### config.mk
export PLATFORM = sky130hd
export DESIGN_NAME = piezo_sound_arbiter
export DESIGN_NICKNAME = d
export VERILOG_FILES = /design/src/rtl/piezo_pkg.sv /design/src/rtl/piezo_melody_rom.sv /design/src/rtl/piezo_sound_arbiter.sv
export SDC_FILE = /design/constraint.sdc
export NUM_CORES = 1
export LEC_CHECK = 0
export CELL_PAD_IN_SITES_DETAIL_PLACEMENT = 2
export CELL_PAD_IN_SITES_GLOBAL_PLACEMENT = 2
export CORE_UTILIZATION = 40
export CTS_BUF_LIST = sky130_fd_sc_hd__clkbuf_2 sky130_fd_sc_hd__clkbuf_4 sky130_fd_sc_hd__clkbuf_8
export CTS_CLUSTER_SIZE = 12
export DETAILED_ROUTE_END_ITERATION = 16
export HOLD_SLACK_MARGIN = 0.12
export PLACE_DENSITY_LB_ADDON = 0.05
export SYNTH_ARGS = -nofsm -noshare
export SYNTH_HDL_FRONTEND = slang
export SYNTH_SLANG_ARGS = --single-unit
### constraint.sdc
create_clock -name clk -period 7.2 [get_ports clk]
set_input_delay 1.44 -clock clk [delete_from_list [all_inputs] [get_ports clk]]
set_output_delay 1.44 -clock clk [all_outputs]
set_load 0.1 [all_outputs]
### src/rtl/piezo_pkg.sv
// Shared constants for the piezo sound arbiter: tone words, melody ids and
// the per-melody start/length layout of the melody ROM.
package piezo_pkg;

    localparam int unsigned NUM_REQ = 4;

    localparam int unsigned TONE_C      = 478;
    localparam int unsigned TONE_D      = 424;
    localparam int unsigned TONE_DSHARP = 401;
    localparam int unsigned TONE_E      = 378;
    localparam int unsigned TONE_F      = 358;
    localparam int unsigned TONE_G      = 320;
    localparam int unsigned TONE_A      = 284;
    localparam int unsigned TONE_B      = 254;

    localparam logic [1:0] ID_CLICK    = 2'd0;
    localparam logic [1:0] ID_TIMEOVER = 2'd1;
    localparam logic [1:0] ID_SUCCESS  = 2'd2;
    localparam logic [1:0] ID_GAMEOVER = 2'd3;

    typedef enum logic [0:0] {StIdle, StPlay} arb_state_e;

    function automatic logic [5:0] mel_start(input logic [1:0] id);
        case (id)
            ID_CLICK:    return 6'd0;
            ID_TIMEOVER: return 6'd2;
            ID_SUCCESS:  return 6'd10;
            default:     return 6'd26;
        endcase
    endfunction

    function automatic logic [4:0] mel_len(input logic [1:0] id);
        case (id)
            ID_CLICK:    return 5'd2;
            ID_TIMEOVER: return 5'd8;
            ID_SUCCESS:  return 5'd16;
            default:     return 5'd8;
        endcase
    endfunction

endpackage

### src/rtl/piezo_melody_rom.sv
// Combinational melody ROM: 34 note words laid out back to back by melody id.
module piezo_melody_rom
#(
    parameter int unsigned NOTE_W = 10
) (
    input  logic [5:0]        i_addr,
    output logic [NOTE_W-1:0] o_note
);
    import piezo_pkg::*;

    always_comb begin
        o_note = '0;
        case (i_addr)
            6'd0:  o_note = NOTE_W'(TONE_B);
            6'd2:  o_note = NOTE_W'(TONE_B);
            6'd4:  o_note = NOTE_W'(TONE_B);
            6'd6:  o_note = NOTE_W'(TONE_B);
            6'd7:  o_note = NOTE_W'(TONE_B);
            6'd10: o_note = NOTE_W'(127);
            6'd12: o_note = NOTE_W'(127);
            6'd14: o_note = NOTE_W'(127);
            6'd15: o_note = NOTE_W'(127);
            6'd18: o_note = NOTE_W'(100);
            6'd20: o_note = NOTE_W'(127);
            6'd22: o_note = NOTE_W'(142);
            6'd24: o_note = NOTE_W'(160);
            6'd26: o_note = NOTE_W'(TONE_G);
            6'd27: o_note = NOTE_W'(TONE_F);
            6'd28: o_note = NOTE_W'(TONE_E);
            6'd29: o_note = NOTE_W'(TONE_D);
            6'd30: o_note = NOTE_W'(TONE_C);
            6'd31: o_note = NOTE_W'(TONE_C);
            default: o_note = '0;
        endcase
    end

endmodule

### src/rtl/piezo_sound_arbiter.sv
// Fixed-priority arbiter sharing one piezo divider among melody requesters;
// plays the winning melody note by note on a beat tick, with preemption.
module piezo_sound_arbiter
#(
    parameter int unsigned NUM_REQ  = 4,
    parameter int unsigned BEAT_DIV = 125000,
    parameter int unsigned NOTE_W   = 10
) (
    input  logic               clk,
    input  logic               rst,
    input  logic [NUM_REQ-1:0] req,
    input  logic               cancel,
    output logic [NOTE_W-1:0]  half_period,
    output logic               tone_en,
    output logic               busy,
    output logic [1:0]         active_id,
    output logic               done,
    output logic [1:0]         done_id
);
    import piezo_pkg::*;

    localparam int unsigned CNT_W = (BEAT_DIV > 1) ? $clog2(BEAT_DIV) : 1;
    localparam logic [CNT_W-1:0] CNT_MAX = CNT_W'(BEAT_DIV - 1);

    arb_state_e         r_state, w_state_next;
    logic [NUM_REQ-1:0] r_pending, w_pending_next;
    logic [CNT_W-1:0]   r_beat_cnt, w_beat_next;
    logic [3:0]         r_note_idx, w_note_next;
    logic [NOTE_W-1:0]  r_half, w_half_next;
    logic               r_tone_en, w_tone_next;
    logic               r_busy, w_busy_next;
    logic [1:0]         r_active, w_active_next;
    logic               r_done, w_done_next;
    logic [1:0]         r_done_id, w_done_id_next;

    logic [1:0]         w_hi_id;
    logic               w_boundary, w_last, w_preempt, w_load, w_advance;
    logic [5:0]         w_rom_addr;
    logic [NOTE_W-1:0]  w_rom_note;

    always_comb begin
        w_hi_id = '0;
        for (int i = 0; i < int'(NUM_REQ); i++) begin
            if (r_pending[i]) w_hi_id = 2'(i);
        end
    end

    assign w_boundary = (r_beat_cnt == CNT_MAX);
    assign w_last     = ({1'b0, r_note_idx} == (mel_len(r_active) - 5'd1));
    assign w_preempt  = (|r_pending) && (w_hi_id > r_active);
    // A new melody is loaded from idle, on preemption, or chained after the last note.
    assign w_load     = !cancel && (((r_state == StIdle) && (|r_pending)) ||
                        ((r_state == StPlay) && w_boundary && (|r_pending) &&
                         (w_preempt || w_last)));
    assign w_advance  = !cancel && (r_state == StPlay) && w_boundary && !w_preempt && !w_last;
    assign w_rom_addr = w_load ? mel_start(w_hi_id)
                               : mel_start(r_active) + {2'b00, r_note_idx} + 6'd1;

    piezo_melody_rom #(
        .NOTE_W (NOTE_W)
    ) u_rom (
        .i_addr (w_rom_addr),
        .o_note (w_rom_note)
    );

    always_comb begin
        w_state_next   = r_state;
        w_pending_next = r_pending | req;
        w_beat_next    = r_beat_cnt;
        w_note_next    = r_note_idx;
        w_half_next    = r_half;
        w_busy_next    = r_busy;
        w_active_next  = r_active;
        w_done_next    = 1'b0;
        w_done_id_next = '0;

        if (cancel) begin
            w_state_next   = StIdle;
            w_pending_next = '0;
            w_beat_next    = '0;
            w_note_next    = '0;
            w_half_next    = '0;
            w_busy_next    = 1'b0;
            w_active_next  = '0;
        end else begin
            unique case (r_state)
                StIdle: w_beat_next = '0;
                StPlay: begin
                    if (w_boundary) begin
                        w_beat_next = '0;
                        if (!w_preempt && w_last) begin
                            w_done_next    = 1'b1;
                            w_done_id_next = r_active;
                            if (!(|r_pending)) begin
                                w_state_next  = StIdle;
                                w_note_next   = '0;
                                w_half_next   = '0;
                                w_busy_next   = 1'b0;
                                w_active_next = '0;
                            end
                        end
                    end else begin
                        w_beat_next = r_beat_cnt + CNT_W'(1);
                    end
                end
                default: w_state_next = StIdle;
            endcase

            if (w_load) begin
                w_state_next   = StPlay;
                w_pending_next = (r_pending & ~(NUM_REQ'(1) << w_hi_id)) | req;
                w_beat_next    = '0;
                w_note_next    = '0;
                w_half_next    = w_rom_note;
                w_busy_next    = 1'b1;
                w_active_next  = w_hi_id;
            end else if (w_advance) begin
                w_note_next = r_note_idx + 4'd1;
                w_half_next = w_rom_note;
            end
        end

        w_tone_next = w_busy_next && (w_half_next != '0);
    end

    always_ff @(posedge clk or posedge rst) begin
        if (rst) begin
            r_state    <= StIdle;
            r_pending  <= '0;
            r_beat_cnt <= '0;
            r_note_idx <= '0;
            r_half     <= '0;
            r_tone_en  <= 1'b0;
            r_busy     <= 1'b0;
            r_active   <= '0;
            r_done     <= 1'b0;
            r_done_id  <= '0;
        end else begin
            r_state    <= w_state_next;
            r_pending  <= w_pending_next;
            r_beat_cnt <= w_beat_next;
            r_note_idx <= w_note_next;
            r_half     <= w_half_next;
            r_tone_en  <= w_tone_next;
            r_busy     <= w_busy_next;
            r_active   <= w_active_next;
            r_done     <= w_done_next;
            r_done_id  <= w_done_id_next;
        end
    end

    assign half_period = r_half;
    assign tone_en     = r_tone_en;
    assign busy        = r_busy;
    assign active_id   = r_active;
    assign done        = r_done;
    assign done_id     = r_done_id;

endmodule

== After elaboration in Yosys (flattened, before gate mapping) ==
Memory sizes are Yosys's and may differ from the RTL's.
Cells that the tools add are included.

* $add $sub $neg: 5
* Order comparisons: 1
* Eq/ne operators: 8
* Shift-type cells: 1
* Muxes and demuxes: 54
* Bitwise logic cells: 5
* Reductions and logical operators: 29

{| class="wikitable"
|+ Operators by type and width
! kind !! count
|-
| 2-to-1 mux 10 bit || 8
|-
| 2-to-1 mux 17 bit || 3
|-
| 2-to-1 mux 4 bit || 9
|-
| case mux 17 bit (2 select lines) || 1
|-
| case mux 5 bit (3 select lines) || 2
|-
| 2-to-1 mux 2 bit || 12
|-
| adder 17 x 1 -> 17 bit, second input constant || 1
|-
| equality test 17 bit, second input constant || 1
|-
| 2-to-1 mux 1 bit || 17
|-
| logical AND 1 bit || 12
|-
| nonzero test 4 bit || 3
|-
| case mux 5 bit (2 select lines) || 1
|-
| nonzero test 10 bit || 1
|-
| nonzero test 3 bit || 3
|-
| OR 4 bit || 2
|-
| AND reduction 4 bit || 2
|-
| adder 6 x 1 -> 6 bit, second input constant || 1
|-
| adder 6 x 4 -> 6 bit || 1
|-
| 2-to-1 mux 6 bit || 1
|-
| equality test 4 x 5 -> 1 bit || 1
|-
| subtractor 5 x 1 -> 5 bit, second input constant || 1
|-
| adder 4 x 1 -> 4 bit, second input constant || 1
|-
| bitwise AND 4 bit || 1
|-
| equality test 2 x 1 -> 1 bit, second input constant || 2
|-
| other kinds (11) || 16
|}

* Register bits after elaboration: 43
* ROM bits: 288
* Bits of input ports: 7
* Output and inout bits: 17
* Word-level logic and storage cells: 114
* Memories kept: 1

{| class="wikitable"
|+ Memories
! name !! depth !! width !! rd ports !! clocked after Yosys merged registers in !! write ports !! line !! text
|-
| (name not given) || 32 || 9 || 1 || 0 || 0 || piezo_melody_rom.sv:13 || <nowiki>case (i_addr)</nowiki>
|}

== Depth between registers and ports, before layout ==
Gate-level depths: netlist of the first run.
An unclocked memory read counts as a cell.

* Word-level depth: 17
* Depth in mapped cells: 19
* Mapped depth without buffers: 18

== Cells and area by module ==
A second synthesis of the first run with hierarchy kept.

* Cells, all modules: 309
* Area, all modules: 2842.7 um2

{| class="wikitable"
|+ Modules (own cells, without submodules)
! module !! instances !! cells each !! area each (um2)
|-
| piezo_sound_arbiter || 1 || 259 || 2469.9
|-
| piezo_melody_rom || 1 || 50 || 372.9
|}

== Least setup slack after synthesis of the first run ==
OpenSTA, ideal clock, no wires.

* Path kind: reg2reg
* Start point: register r_active[0] (netlist: active_id[0])
* End point: register r_tone_en (netlist: tone_en)
* Arrival: 4694 ps
* Data required time: 7071 ps
* Setup slack: 2377 ps
* Cell stages (with the launch flop): 17
* Period minus slack after synthesis: 4823 ps
* Cells stage by stage: dfrtp_1 -> or2_2 -> ha_1 -> a311o_1 -> a2111o_1 -> and2_2 -> clkbuf_8 -> nand2_1 -> and2_1 -> inv_1 -> ha_1 -> nand2_1 -> a21oi_1 -> a311o_2 -> a22o_2 -> o41a_1 -> o41a_1

* Word-level cells in the longest chain between the ends: 16
* Elaborated cells on any way between the ends: 36
* Classes of those cells: add/sub (3); order compare (1); eq/ne (3); mux (15); reduce/logical (13); memory (1)

{| class="wikitable"
|+ RTL lines
! element !! line !! text
|-
| start, declared || piezo_sound_arbiter.sv:32 || <nowiki>logic [1:0] r_active, w_active_next;</nowiki>
|-
| start signal, assigned || piezo_sound_arbiter.sv:146 || <nowiki>r_active <= w_active_next;</nowiki>
|-
| parallel branches: the longest is 15 deep, another holds memory read (32 x 9 bit) || - ||
|-
| logical AND 1 bit * || piezo_sound_arbiter.sv:123 || <nowiki>w_tone_next = w_busy_next && (w_half_next != '0);</nowiki>
|-
| named net w_tone_next || piezo_sound_arbiter.sv:30 || <nowiki>logic r_tone_en, w_tone_next;</nowiki>
|-
| end signal, assigned || piezo_sound_arbiter.sv:144 || <nowiki>r_tone_en <= w_tone_next;</nowiki>
|-
| end, declared || piezo_sound_arbiter.sv:30 ||
|}

Mark *: on every way through the listed nets, which the timed path passes.
A chain may end at the register's enable or synchronous reset.

== Final worst setup path of the first run ==
* Start point: input port cancel
* End point: register r_tone_en (netlist: tone_en)

* Word-level cells in the longest chain between the ends: 10
* Elaborated cells on any way between the ends: 16
* Classes of those cells: mux (7); reduce/logical (8); memory (1)

{| class="wikitable"
|+ RTL lines
! element !! line !! text
|-
| start, declared || piezo_sound_arbiter.sv:12 || <nowiki>input logic cancel,</nowiki>
|-
| zero test 1 bit || piezo_sound_arbiter.sv:52, piezo_sound_arbiter.sv:55 ||
|-
| logical AND 1 bit, on equally long branches || piezo_sound_arbiter.sv:52, piezo_sound_arbiter.sv:55 ||
|-
| 2-to-1 mux 6 bit or logical AND 1 bit (tied branches) || piezo_sound_arbiter.sv:56, piezo_sound_arbiter.sv:55 ||
|-
| memory read (32 x 9 bit) or logical AND 1 bit (tied branches) || - ||
|-
| 2-to-1 mux 10 bit or logical AND 1 bit (tied branches) || piezo_melody_rom.sv:13, piezo_sound_arbiter.sv:55 ||
|-
| 2-to-1 mux 10 bit || piezo_sound_arbiter.sv:117 || <nowiki>end else if (w_advance) begin</nowiki>
|-
| 2-to-1 mux 10 bit || piezo_sound_arbiter.sv:109 || <nowiki>if (w_load) begin</nowiki>
|-
| 2-to-1 mux 10 bit || piezo_sound_arbiter.sv:77 || <nowiki>if (cancel) begin</nowiki>
|-
| nonzero test 10 bit || piezo_sound_arbiter.sv:123 ||
|-
| logical AND 1 bit * || piezo_sound_arbiter.sv:123 ||
|-
| named net w_tone_next || piezo_sound_arbiter.sv:30 ||
|}

The timed path passes the listed nets; every way through them passes the cells marked *.

==> results of run 1 <==
-- kinds of logic (layout without fill, tap and decap cells) --
family | Yosys count | count (layout) | synth area share, %
DFF | 43 | 43 | 41.6
xor gates and xnor gates | 18 | 18 | 6.09
muxes | 1 | 1 | 0.387
adders and majority gates | 13 | 13 | 6.58
and+or+nand+nor | 113 | 113 | 22.2
AOI/OAI and AO/OA | 69 | 69 | 18.7
buffers and inverters | 24 | 48 | 4.50
-- per-layer routing --
metal,vias to the layer above,global-route usage [%],share of wire [%]
met3,7,3.96,2.7
li1,1047,-,-
met4,0,6.14,0.95
met1,1108,32.8,49
met5,-,0,0
met2,43,42.1,47
-- power breakdown --
part | internal [mW] | switching [mW]
clock network | 0.142 | 0.0847
logic | 0.0362 | 0.0888
registers | 0.248 | 0.00873
total | 0.427 | 0.182
-- per-stage QoR --
stage / worst slack, ns / util, % / cell area (um^2) / instances / power [mW]
finish: 2.25 / 49.3 / 3010 / 380 / 0.609
global route: 2.06 / 49.3 / 3010 / 380 / 0.636
CTS: 2.24 / 49.3 / 3010 / 380 / 0.619
detailed placement: 1.92 / 47.1 / 2870 / 372 / 0.387
global placement: 1.99 / 47.1 / 2870 / 372 / 0.386
floorplan: 2.38 / - / 2590 / 281 / 0.350
-- registers in the layout (all words and copies together), names as in the netlist --
name,cells
r_beat_cnt,17
half_period,10
r_note_idx,4
r_pending,4
active_id,2
done_id,2
busy,1
done,1
r_state,1
tone_en,1
-- worst max-delay path by stage --
| stage | from | endpoint | slack [ns] | cells past startpoint |
|---|---|---|---|---|
| 5_1_grt | cancel | tone_en$_DFF_PP0_ | 2.06 | 13 |
| 6_report | cancel | tone_en$_DFF_PP0_ | 2.25 | 13 |
| 3_3_place_gp | cancel | tone_en$_DFF_PP0_ | 1.99 | 13 |
| 4_1_cts | cancel | tone_en$_DFF_PP0_ | 2.24 | 13 |
| 2_1_floorplan | active_id[0]$_DFFE_PP0P_ | tone_en$_DFF_PP0_ | 2.38 | 16 |
| 3_5_place_dp | cancel | tone_en$_DFF_PP0_ | 1.92 | 13 |
-- placed cells by master, fill, tap and decap left out, types with 3 or more instances in the layout --
cell	n
nor2_1	35
clkbuf_8	5
and3_1	6
o21a_1	3
o21ai_0	17
clkdlybuf4s50_1	23
nor2b_1	3
and2_1	3
a22o_1	5
dfrtp_1	43
nand2_1	24
ha_1	12
xnor2_1	9
nand3_1	11
xor2_1	9
a31oi_1	5
nand4_1	6
nor3_1	4
inv_1	13
buf_4	3
a21oi_1	14
-- critical path: stages --
cell and delay (ns):
clkdlybuf4s50_1 0.64, or3_2 0.64, and2_2 0.30, nand2_1 0.08, and2_1 0.17, inv_1 0.09
ha_1 0.23, nand2_1 0.09, a21oi_1 0.09, a311o_2 0.37, a22o_2 0.22, o41a_1 0.40
o41a_1 0.36
-- final cells by class --
| class | count | area share [%] |
|---|---|---|
| multi-input combinational | 214 | 46.4 |
| tap | 75 | 3.12 |
| inverter | 14 | 1.75 |
| sequential | 43 | 35.8 |
| clock buffer | 6 | 2.54 |
| timing repair buffer | 26 | 8.41 |
| clock inverter | 2 | 2.00 |
==> metrics.log, run 1 <==
INFO  metric max_freq = 202 MHz
INFO  metric synth.net_count = around 300
INFO  metric yosys_most_used_dff = dfrtp_1
INFO  metric final_hold_viol_count = 0
INFO  metric synth_enable_flop_cells = 0
INFO  metric timing.max_cap.violations = 0
INFO  metric synth_async_sr_flop_share = between 90% and 100%
INFO  metric tightestPinTransition = slightly below 1 ns
INFO  metric worstHoldPathType = flip-flop to flip-flop
INFO  metric cp-end-kind = flip-flop
INFO  metric worstSetupStartpointType = input port
INFO  metric setup_viol = 0
INFO  metric pwr_density_cell = just over 200 nW/um^2
INFO  metric power_leakage = 1.31 nW
INFO  metric routed_via_density = between 5 and 6
INFO  metric drtAntennaViolNets = 0
INFO  metric ctsLongestPathBuffers = 2
INFO  metric initial_util = around 42%
INFO  metric rsz0062_at_grt = no
INFO  metric grt_start_max_net_pins = 44
INFO  metric hold_buffers = 0
INFO  metric cts.repair.resized = 0
INFO  metric io_buffers = 23
INFO  metric worst-setup-path-type = input port to flip-flop
INFO  metric avgSynthCellArea = roughly 9.2 um^2
INFO  metric vias = 2205
INFO  metric final.period_utilization = between 60% and 70%
INFO  metric grt_remaining_overflow = 0
INFO  metric cts_made_buffers = 5
INFO  metric cts_h_tree_depth = 2
INFO  metric finalHoldWorstSlack = about 0.52 ns
INFO  metric netlist_top_cells_count = dfrtp_1, nor2_1, nand2_1
INFO  metric floorplan.rows = 28
INFO  metric antenna_found_initial = 0
INFO  metric yosysTopAreaCell = dfrtp_1
INFO  metric wl_per_cell = about 20 um
INFO  metric slew_viol_final = 0
INFO  metric cts_sinks = 43
INFO  metric post_route_cells_drive_above_1_share = 9.18%
INFO  metric ir_worst_vdd = 95.5 uV
INFO  metric io_pins = 24
INFO  metric grt_usage = about a quarter
INFO  metric drc = 0
INFO  metric flow.area_growth_from_synthesis = 16.2%
INFO  metric reg2reg_setup_slack = roughly 2.6 ns
INFO  metric worstReg2RegStart = active_id[0]$_DFFE_PP0P_
INFO  metric timing.critical_path.fanout_max = 12
INFO  metric router_iterations_before_antenna_repair = 4
INFO  metric nets = 324
INFO  metric fillCellCount = 670
INFO  metric dp_hpwl = around 5700 um
INFO  metric cts_tree = yes
INFO  metric floorplan.die.height = 82.4 um
INFO  metric die-width = just over 80 um
INFO  metric rr_endpoint = tone_en$_DFF_PP0_
INFO  metric syn-cell-area = approximately 2600 um^2
INFO  metric register_area = approximately 1100 um^2
INFO  metric outcome = finished, final reports clean
INFO  metric tns = 0 ns
INFO  metric synth_cell_type_count = 57
INFO  metric clk_pin_slew = roughly 0.090 ns
INFO  metric clk-insertion-delay-late = approximately 0.30 ns
INFO  metric crit_required = 7.38 ns
INFO  metric totalWireLength = ~7600 um
INFO  metric postSynthRegisterBits = 43
INFO  metric die-area = between 6000 and 7000 um^2
INFO  metric hold_depth = 1
INFO  metric number_of_warnings_reported_in_the_yosys_synthesis_log = 0
INFO  metric ctsRootBufferMaster = clkbuf_8
INFO  metric synthTopCellsByArea = dfrtp_1, ha_1, nor2_1, nand2_1, o21ai_0
INFO  metric multi_input_area = between 1000 and 1500 um^2
INFO  metric hold-path-endpoint = half_period[7]$_DFF_PP0_
INFO  metric wire_length_of_the_first_global_routing_pass = around 12000 um
INFO  metric yosys.cell_count.top_type = dfrtp_1
INFO  metric minimum_clock_period_after_layout = just under 5 ns
INFO  metric netlist.area_leader.share = around two fifths
INFO  metric setup_fix_bufs_post_cts = 0
INFO  metric worst_clock_skew = 0.0108 ns
INFO  metric seq_area_frac_synth = 41.6%
INFO  metric first_iter_violations = between 70 and 80
INFO  metric first_global_vias = 2411
INFO  metric synthCells = ~280
INFO  metric coreArea = approximately 6000 um^2
INFO  metric critical_path_arrival = about 5 ns
INFO  metric min_from = half_period[7]$_DFF_PP0_
INFO  metric number_of_antenna_cells_inserted = 0
INFO  metric max-slew-margin-rel = 34.0%
INFO  metric gp_congestion = roughly 0.86
INFO  metric r2r_cells = 15
Power figures use the tool's default switching activity.
==> run 2, diff against run 1 <==
- CORE_UTILIZATION: 40 -> 37
- clock period: 7.2 -> 4.9 ns (I/O delays scaled with it)
==> metrics.log, run 2 (synthesized netlist as in run 1, its figures left out) <==
INFO  metric most_frequent_cells_in_the_layout = dfrtp_1, nor2_1, nand2_1, clkdlybuf4s50_1, o21ai_0
INFO  metric worst-setup-path-type = flip-flop to flip-flop
INFO  metric flow.area_growth_from_synthesis = 16.4%
INFO  metric outcome = finished, final reports clean
INFO  metric critical_path_arrival = 4.72 ns (-0.41 ns)
INFO  metric worst_clock_skew = 0.0112 ns (+0.000426 ns)
INFO  metric power.switching_fraction = 32.9% (+3.0 points)
INFO  metric floorplan.rows = 30 (+7.1%)
INFO  metric setup_fix_bufs_post_cts = 0 (unchanged)
INFO  metric ctsLongestPathBuffers = 2 (unchanged)
INFO  metric cp-end-kind = flip-flop
INFO  metric routed_via_density = 5.65 (-2.6%)
INFO  metric antenna_found_initial = 0 (unchanged)
INFO  metric slew_viol_final = 0 (unchanged)
INFO  metric vias = 2193 (-0.54%)
INFO  metric power_leakage = 1.32 nW (+0.51%)
INFO  metric gp_congestion = 0.860 (+0.20%)
INFO  metric top_register = r_beat_cnt
INFO  metric number_of_antenna_cells_inserted = 0 (unchanged)
INFO  metric r2r_cells = 14 (-1)
INFO  metric library_cell_contributing_the_largest_single_delay_on_the_critical_path = a2111o_1
INFO  metric grt_remaining_overflow = 0 (unchanged)
INFO  metric cts_h_tree_depth = 2 (unchanged)
INFO  metric max-slew-margin-rel = 34.1% (+0.11 points)
INFO  metric io_pins = 24 (unchanged)
INFO  metric floorplan.die.height = 85.6 um (+3.9%)
INFO  metric cts_made_buffers = 5 (unchanged)
INFO  metric ctsRootBufferMaster = clkbuf_8
INFO  metric ir_worst_vdd = 118 uV (+24%)
INFO  metric finalHoldWorstSlack = 0.508 ns (-0.00901 ns)
INFO  metric crit_cells = 14 (+1)
INFO  metric first_iter_violations = 99 (+27%)
INFO  metric mostFrequentLayoutCell = dfrtp_1
INFO  metric timing.critical_path.buf_inv = 0 (-2)
INFO  metric post_route_cells_drive_above_1_share = 10.4% (+1.2 points)
INFO  metric crit_required = 5.08 ns (-2.30 ns)
INFO  metric power_frac_seq = 44.2% (+2.0 points)
INFO  metric tightestPinTransition = 0.986 ns (-0.00164 ns)
INFO  metric wl_per_cell = 19.4 um (-2.5%)
INFO  metric rsz0062_at_grt = no
INFO  metric fillCellCount = 751 (+12%)
INFO  metric finish.utilization = 44.6% (-4.7 points)
INFO  metric dp_hpwl = 5670 um (-0.38%)
INFO  metric timing.max_cap.violations = 0 (unchanged)
INFO  metric crit_path_end = tone_en$_DFF_PP0_
INFO  metric coreArea = 6760 um^2 (+11%)
INFO  metric cts.repair.resized = 0 (unchanged)
INFO  metric cp_top_family = compound AO/OA/AOI/OAI gates
INFO  metric final_hold_viol_count = 0 (unchanged)
INFO  metric die-width = 85.6 um (+3.9%)
INFO  metric first_global_vias = 2411 (unchanged)
INFO  metric critical-path-max-stage-delay = 0.53 ns (-0.11 ns)
INFO  metric drc = 0 (unchanged)
INFO  metric nets = 327 (+0.93%)
INFO  metric combinationalPowerShare = 22.0% (+1.5 points)
INFO  metric grt_usage = 22.0% (-2.8 points)
INFO  metric totalWireLength = 7530 um (-0.46%)
INFO  metric die-area = 7330 um^2 (+7.9%)
INFO  metric max_reg_flops = 17 (unchanged)
INFO  metric worstHoldPathType = flip-flop to flip-flop
INFO  metric final.period_utilization = 92.6%
INFO  metric p_int = 572 uW (+34%)
INFO  metric wire_length_of_the_first_global_routing_pass = 12300 um (-0.11%)
INFO  metric setup_viol = 0 (unchanged)
INFO  metric rr_endpoint = tone_en$_DFF_PP0_
INFO  metric minimum_clock_period_after_layout = roughly 4.5 ns
INFO  metric hold_buffers = 0 (unchanged)
INFO  metric pwr_density_cell = 283 nW/um^2 (+40%)
INFO  metric reg2reg_setup_slack = 0.36 ns (-2.22 ns)
INFO  metric timing.critical_path.fanout_max = 9 (-3)
INFO  metric grt_start_max_net_pins = 44 (unchanged)
INFO  metric cts_sinks = 43 (unchanged)
INFO  metric startpoint = active_id[0]$_DFFE_PP0P_
INFO  metric router_iterations_before_antenna_repair = 6 (+2)
INFO  metric clk-insertion-delay-late = 0.31 ns (about the same)
INFO  metric max_freq = around 220 MHz
INFO  metric clk_pin_slew = 0.10 ns (about the same)
INFO  metric p_sw = 280 uW (+54%)
INFO  metric io_buffers = 23 (unchanged)
INFO  metric worstReg2RegStart = active_id[0]$_DFFE_PP0P_
INFO  metric worstSetupStartpointType = flip-flop
INFO  metric initial_util = 38.3% (-4.2 points)
INFO  metric power_frac_clock = 33.8% (-3.5 points)
INFO  metric drtAntennaViolNets = 0 (unchanged)
INFO  metric tns = 0 ns (unchanged)
INFO  metric cts_tree = yes
INFO  metric path_cells = or2_2 -> ha_1 -> a311o_1 -> a2111o_1 -> nand2_2 -> nand3_1 -> and2_1 -> ha_1 -> nand2_1 -> a21oi_1 -> a311o_2 -> a22o_2 -> o41a_1 -> o41a_1
run 2: cell types whose count changed in the layout (fill, tap and decap cells not counted), sizes merged:
cell / change
clkinv: +1
bufinv: -1
inv: +1
buf: +3
clkbuf: -1
run 2: how the worst min path moves through the flow:
stage	slack [ns]	from	cells after the start	endpoint
after global routing	0.52	r_beat_cnt[0]$_DFF_PP0_	1	r_beat_cnt[0]$_DFF_PP0_
after floorplan	0.45	r_beat_cnt[0]$_DFF_PP0_	1	r_beat_cnt[0]$_DFF_PP0_
after detailed placement	0.50	r_beat_cnt[0]$_DFF_PP0_	1	r_beat_cnt[0]$_DFF_PP0_
final	0.51	r_beat_cnt[0]$_DFF_PP0_	1	r_beat_cnt[0]$_DFF_PP0_
after CTS	0.51	r_beat_cnt[0]$_DFF_PP0_	1	r_beat_cnt[0]$_DFF_PP0_
after global placement	0.48	r_beat_cnt[0]$_DFF_PP0_	1	r_beat_cnt[0]$_DFF_PP0_
run 2: area by class of cell:
cell class	instances	area, um^2	area share [%]
repair buffers	29	275	9.14
inverters	14	52.6	1.74
multi-input cells	214	1400	46.3
well taps	80	100	3.32
clock inverters	3	43.8	1.45
flip-flops and latches	43	1080	35.7
clock buffers	5	68.8	2.29
run 2: per-layer routing:
layer	part of all wire, %	vias up	routed length (um)	global-route usage (%)
met5	0	-	0	0
met4	0.73	0	55	5.00
met3	2.0	4	152	2.98
met2	49	31	3670	38.6
met1	49	1104	3650	28.8
li1	-	1054	-	-
run 2: power groups by stage:
| stage | Sequential (mW) | Clock [mW] | Combinational, mW |
|---|---|---|---|
| 2_1_floorplan | 0.430 | 0 | 0.0846 |
| 3_3_place_gp | 0.384 | 0 | 0.187 |
| 3_5_place_dp | 0.384 | 0 | 0.187 |
| 4_1_cts | 0.377 | 0.296 | 0.189 |
| 5_1_grt | 0.379 | 0.310 | 0.203 |
| 6_report | 0.377 | 0.288 | 0.188 |
run 2: stage by stage:
step | power, mW | setup WS (ns) | area [um^2] | instances
final | 0.852 | 0.364 | 3010 | 388
after global routing | 0.891 | 0.214 | 3010 | 388
after CTS | 0.863 | 0.358 | 3010 | 388
after detailed placement | 0.571 | 0.390 | 2900 | 380
after global placement | 0.571 | 0.499 | 2900 | 380
after floorplan | 0.515 | 0.0771 | 2590 | 281
==> run 3, diff against run 2 <==
- HOLD_SLACK_MARGIN: 0.12 -> unset
==> results of run 3 <==
The final DEF is identical to that of run 2; final timing and power are the same.
